**src/rtl/axis_width_conv_pkt.sv**
```systemverilog
// axis_width_conv_pkt: packet-aware N-to-M bit repacker over an MSB-aligned bit buffer
module axis_width_conv_pkt #(
  parameter int N = 8,
  parameter int M = 5,
  parameter int BUF_W = 2*(N+M),
  parameter int CNT_W = $clog2(BUF_W+1)
) (
  input  logic             clk,
  input  logic             rst,
  output logic             s_axis_tnext,
  input  logic [N-1:0]     s_axis_tdata,
  input  logic             s_axis_tfirst,
  input  logic             s_axis_tlast,
  input  logic             s_axis_tvalid,
  input  logic             m_axis_tnext,
  output logic [M-1:0]     m_axis_tdata,
  output logic             m_axis_tfirst,
  output logic             m_axis_tlast,
  output logic             m_axis_tvalid,
  output logic [CNT_W-1:0] bit_count
);
  typedef enum logic {RUN, FLUSH} state_t;
  state_t state_q, state_d;
  logic [BUF_W-1:0] buf_q, buf_d, shifted;
  logic [CNT_W-1:0] cnt_q, cnt_d, cnt_rem;
  logic first_q, first_d;
  logic implicit_flush, acc, emit, m_valid;
  logic [31:0] cnt_w;
  always_comb begin
    cnt_w = 32'(cnt_q);
    implicit_flush = s_axis_tvalid & s_axis_tfirst & (cnt_q != '0) & (state_q == RUN);
    acc = ~rst & s_axis_tvalid & (state_q == RUN) & (cnt_w + 32'(N) <= 32'(BUF_W)) & ~implicit_flush;
    m_valid = ~rst & ((cnt_w >= 32'(M)) | ((state_q == FLUSH) & (cnt_q != '0)));
    emit = m_valid & m_axis_tnext;
    shifted = emit ? buf_q << M : buf_q;
    cnt_rem = emit ? ((cnt_w >= 32'(M)) ? cnt_q - CNT_W'(M) : '0) : cnt_q;
    // new bits land directly below whatever survives this cycle's emit
    buf_d = acc ? shifted | ({s_axis_tdata, {(BUF_W-N){1'b0}}} >> cnt_rem) : shifted;
    cnt_d = acc ? cnt_rem + CNT_W'(N) : cnt_rem;
    first_d = (acc & s_axis_tfirst) | (first_q & ~emit);
    state_d = (state_q == RUN) ? (((acc & s_axis_tlast) | implicit_flush) ? FLUSH : RUN)
                               : ((emit & (cnt_rem == '0)) ? RUN : FLUSH);
  end
  always_ff @(posedge clk) begin
    if (rst) begin
      state_q <= RUN;
      buf_q <= '0;
      cnt_q <= '0;
      first_q <= 1'b0;
    end else begin
      state_q <= state_d;
      buf_q <= buf_d;
      cnt_q <= cnt_d;
      first_q <= first_d;
    end
  end
  assign s_axis_tnext = acc;
  assign m_axis_tvalid = m_valid;
  assign m_axis_tdata = rst ? '0 : buf_q[BUF_W-1 -: M];
  assign m_axis_tfirst = first_q & m_valid;
  assign m_axis_tlast = (state_q == FLUSH) & (cnt_w <= 32'(M)) & m_valid;
  assign bit_count = cnt_q;
endmodule

```
**config.mk**
```make
export PLATFORM = sky130hd
export DESIGN_NAME = axis_width_conv_pkt
export DESIGN_NICKNAME = d
export VERILOG_FILES = /design/src/rtl/axis_width_conv_pkt.sv
export SDC_FILE = /design/constraint.sdc
export NUM_CORES = 1
export LEC_CHECK = 0
export CAP_MARGIN = 5
export CELL_PAD_IN_SITES_DETAIL_PLACEMENT = 1
export CELL_PAD_IN_SITES_GLOBAL_PLACEMENT = 2
export CORE_MARGIN = 4
export CORE_UTILIZATION = 35
export CTS_CLUSTER_SIZE = 12
export DETAILED_ROUTE_END_ITERATION = 10
export PLACE_DENSITY = 0.78
export RECOVER_POWER = 100
export SYNTH_ARGS = -nofsm -noshare
export SYNTH_HDL_FRONTEND = slang
export SYNTH_SLANG_ARGS = --single-unit
export TNS_END_PERCENT = 100
```
**constraint.sdc**
```tcl
create_clock -name clk -period 3.47 [get_ports clk]
set_clock_uncertainty 0.2 [all_clocks]
set_input_delay 1.041 -clock clk [delete_from_list [all_inputs] [get_ports clk]]
set_output_delay 1.041 -clock clk [all_outputs]
set_load 0.005 [all_outputs]
```
==> reports/results.ini <==
[timing]
tightest_slew_ns=0.785
fin_crit_sh_pct=98.1
min_period_ns=3.41
max_freq_ghz=0.294
whs_ns=0.267
hold_violations=0
setup_violations=0
relSlewSlack_pct=46.3
slew_viol_final=0
finalWorstSetupSlack_ns=0.0649

[critical_path]
reg2reg_from=bit_count[0]
crit_required_ns=2.23
setup.worst_path.start_class=input pin
rr_worst_depth=11
crit_arrival_ns=2.16
critical_path_class=input pin to output port
path_max_fanout=4
rr_endpoint=buf_q[10]
r2r_slack_ns=0.52
cp-end-kind=output port

[placement]
hpwl_um=7320
place.gp.congestion=0.865
placed_cell_area_um2=3570
io_buffers=27
pre_cts_slack_ns=-0.309

[global_route]
track_usage_pct=20.7
first_global_vias=3058
antenna_found_initial=0
grt_start_max_net_pins=22
grt_pass1_wl_um=16000
grt-ovfl-total=0

[power_and_ir_drop]
p_per_area_nw_per_um2=467
p_total_mw=1.78
irDropWorstVdd_v=0.000169
p_leak_nw=1.48

[min_path]
worstHoldEndpoint=buf_q[0]
hold_class=register to register
worstHoldStart=buf_q[0]
holdPathStages=2

[clock_network]
insertion_delay_ns=0.29
clk_pin_slew_ns=0.07
htree_levels=2
root_buffer=clkbuf_8
cts_sinks=33
tritoncts=yes
clk_path_buf_depth=2
numCtsBuffers=5

[drt]
vias_per_cell=5.55
drt_pass1_iterations=4
drtIter0Drc=111
wire_per_inst_um=18.3
drc=0
wl_um=9690
vias=2931
ant_nets=0

[floorplan]
core_um2=7730
die_height_um=97.1
dieArea_um2=9430
rows=32
dieWidth_um=97.1
io_pins=28
initial_core_util_pct=36.0

[cells_and_area]
ff_latch_area_um2=667
drive_gt1_share_pct=31.9
n_fill_cell=912
antenna_cells=0
nets=445
stdcell_area_um2=3810
mostFrequentLayoutCell=buf_4
multiInputGateArea_um2=1980
area_growth_pct=37.1
mostFrequentLayoutCells=buf_4, nor2_1, nand2_1, dfxtp_1, a21oi_1

[synthesis]
synth_edf_count=0
synth-seq-cells=33
yosysWarnings=0
async_flop_share_pct=0
post_synth.cell_area_avg_um2=8.15
seq_area_frac_synth_pct=23.8
netlist_instances=341
syn_area_um2=2780
ys.flop_type=dfxtp_1
synthDistinctLibCells=74
syn_nets=361

[flow_run]
cap_violations=0

[run_status]
status=completed

## logic make-up after synthesis
group	after synthesis	share of synthesized area, %
XOR/XNOR	1	0.315
flip-flops	33	23.8
multiplexers	23	9.18
AO/OA/AOI/OAI	110	31.7
buffers and inverters	33	6.62
adder cells (fa/ha/maj)	6	2.70
AND/OR/NAND/NOR	135	25.8
## final cells by class
type	instances	share of cell area [%]
Clock inverter	1	0.788
Clock buffer	7	2.27
Inverter	7	0.722
Multi-Input combinational cell	275	52.0
Tap cell	102	3.35
Sequential cell	33	17.5
Timing Repair Buffer	103	23.4
## synth_stat cells, types with 2 or more instances
master / n / area (um^2)
buf_4: 2 / 15.0
a2111oi_0: 2 / 17.5
o21ai_4: 2 / 32.5
a221oi_2: 2 / 30.0
o21ai_1: 4 / 20.0
clkbuf_1: 6 / 22.5
nor4_2: 2 / 25.0
a21oi_1: 28 / 140
nand4_1: 3 / 18.8
nand2_1: 35 / 131
buf_6: 5 / 56.3
nand2b_1: 3 / 18.8
mux2i_1: 18 / 180
inv_1: 6 / 22.5
o21ai_0: 10 / 50.1
nand2_2: 3 / 18.8
mux2i_2: 3 / 41.3
o22ai_1: 10 / 62.6
a311oi_1: 2 / 17.5
a211oi_1: 4 / 30.0
and2_1: 3 / 18.8
o22ai_2: 6 / 75.1
a22oi_1: 4 / 30.0
a41oi_1: 2 / 17.5
nand3_1: 3 / 15.0
o2111ai_1: 2 / 17.5
a211oi_4: 2 / 40.0
a31oi_1: 9 / 56.3
o2111a_1: 2 / 22.5
nor4_1: 2 / 12.5
a221oi_1: 3 / 26.3
nor2_1: 48 / 180
ha_1: 6 / 75.1
nor2_4: 2 / 22.5
buf_2: 12 / 60.1
nor3_1: 8 / 40.0
nor2b_1: 8 / 50.1
dfxtp_1: 33 / 661
## repair_timing
action	CTS	global route
setup endpoints to repair	9	22
pin swaps	1	1
cloned	1	0
hold buffers	0	0
buffers inserted	3	2
gates resized for setup	23	6
## how the worst max path moves through the flow
stage	from	endpoint	slack, ns
3_3_place_gp	rst	m_axis_tlast	-0.27
3_5_place_dp	rst	m_axis_tlast	-0.31
5_1_grt	m_axis_tnext	buf_q[3]	-0.007
6_report	rst	m_axis_tvalid	0.06
4_1_cts	m_axis_tnext	buf_q[7]	0.007
2_1_floorplan	bit_count[0]	m_axis_tlast	0.28
## where the power goes
part,total [mW],switching [mW],internal (mW)
registers,0.444,0.0309,0.413
logic,0.956,0.515,0.441
clock network,0.379,0.145,0.234
total,1.78,0.691,1.09
## stage by stage
stage	TNS (ns)	util (%)	std cells
6_report	0	49.3	528
4_1_cts	0	48.8	526
3_3_place_gp	-5.28	46.2	514
5_1_grt	-0.00723	49.3	528
3_5_place_dp	-6.15	46.2	514
2_1_floorplan	0	-	341
## state kept, by name (all words and copies together) (netlist names)
name,count
bit_count,5
state_q,1
buf_q,26
first_q,1
## per-layer routing
| metal | vias up | GRT usage (%) | wire length, um |
|---|---|---|---|
| met5 | - | 0 | 0 |
| met4 | 0 | 4.21 | 103 |
| met3 | 11 | 3.09 | 225 |
| met2 | 51 | 34.6 | 4660 |
| met1 | 1435 | 28.4 | 4700 |
| li1 | 1434 | - | - |
## worst max-delay path: stages
cell             delay (ns)
dlygate4sd2_1          0.31
buf_4                  0.18
nor2_2                 0.12
clkdlybuf4s50_1        0.51
No activity file was read; power rests on OpenSTA's default activity.
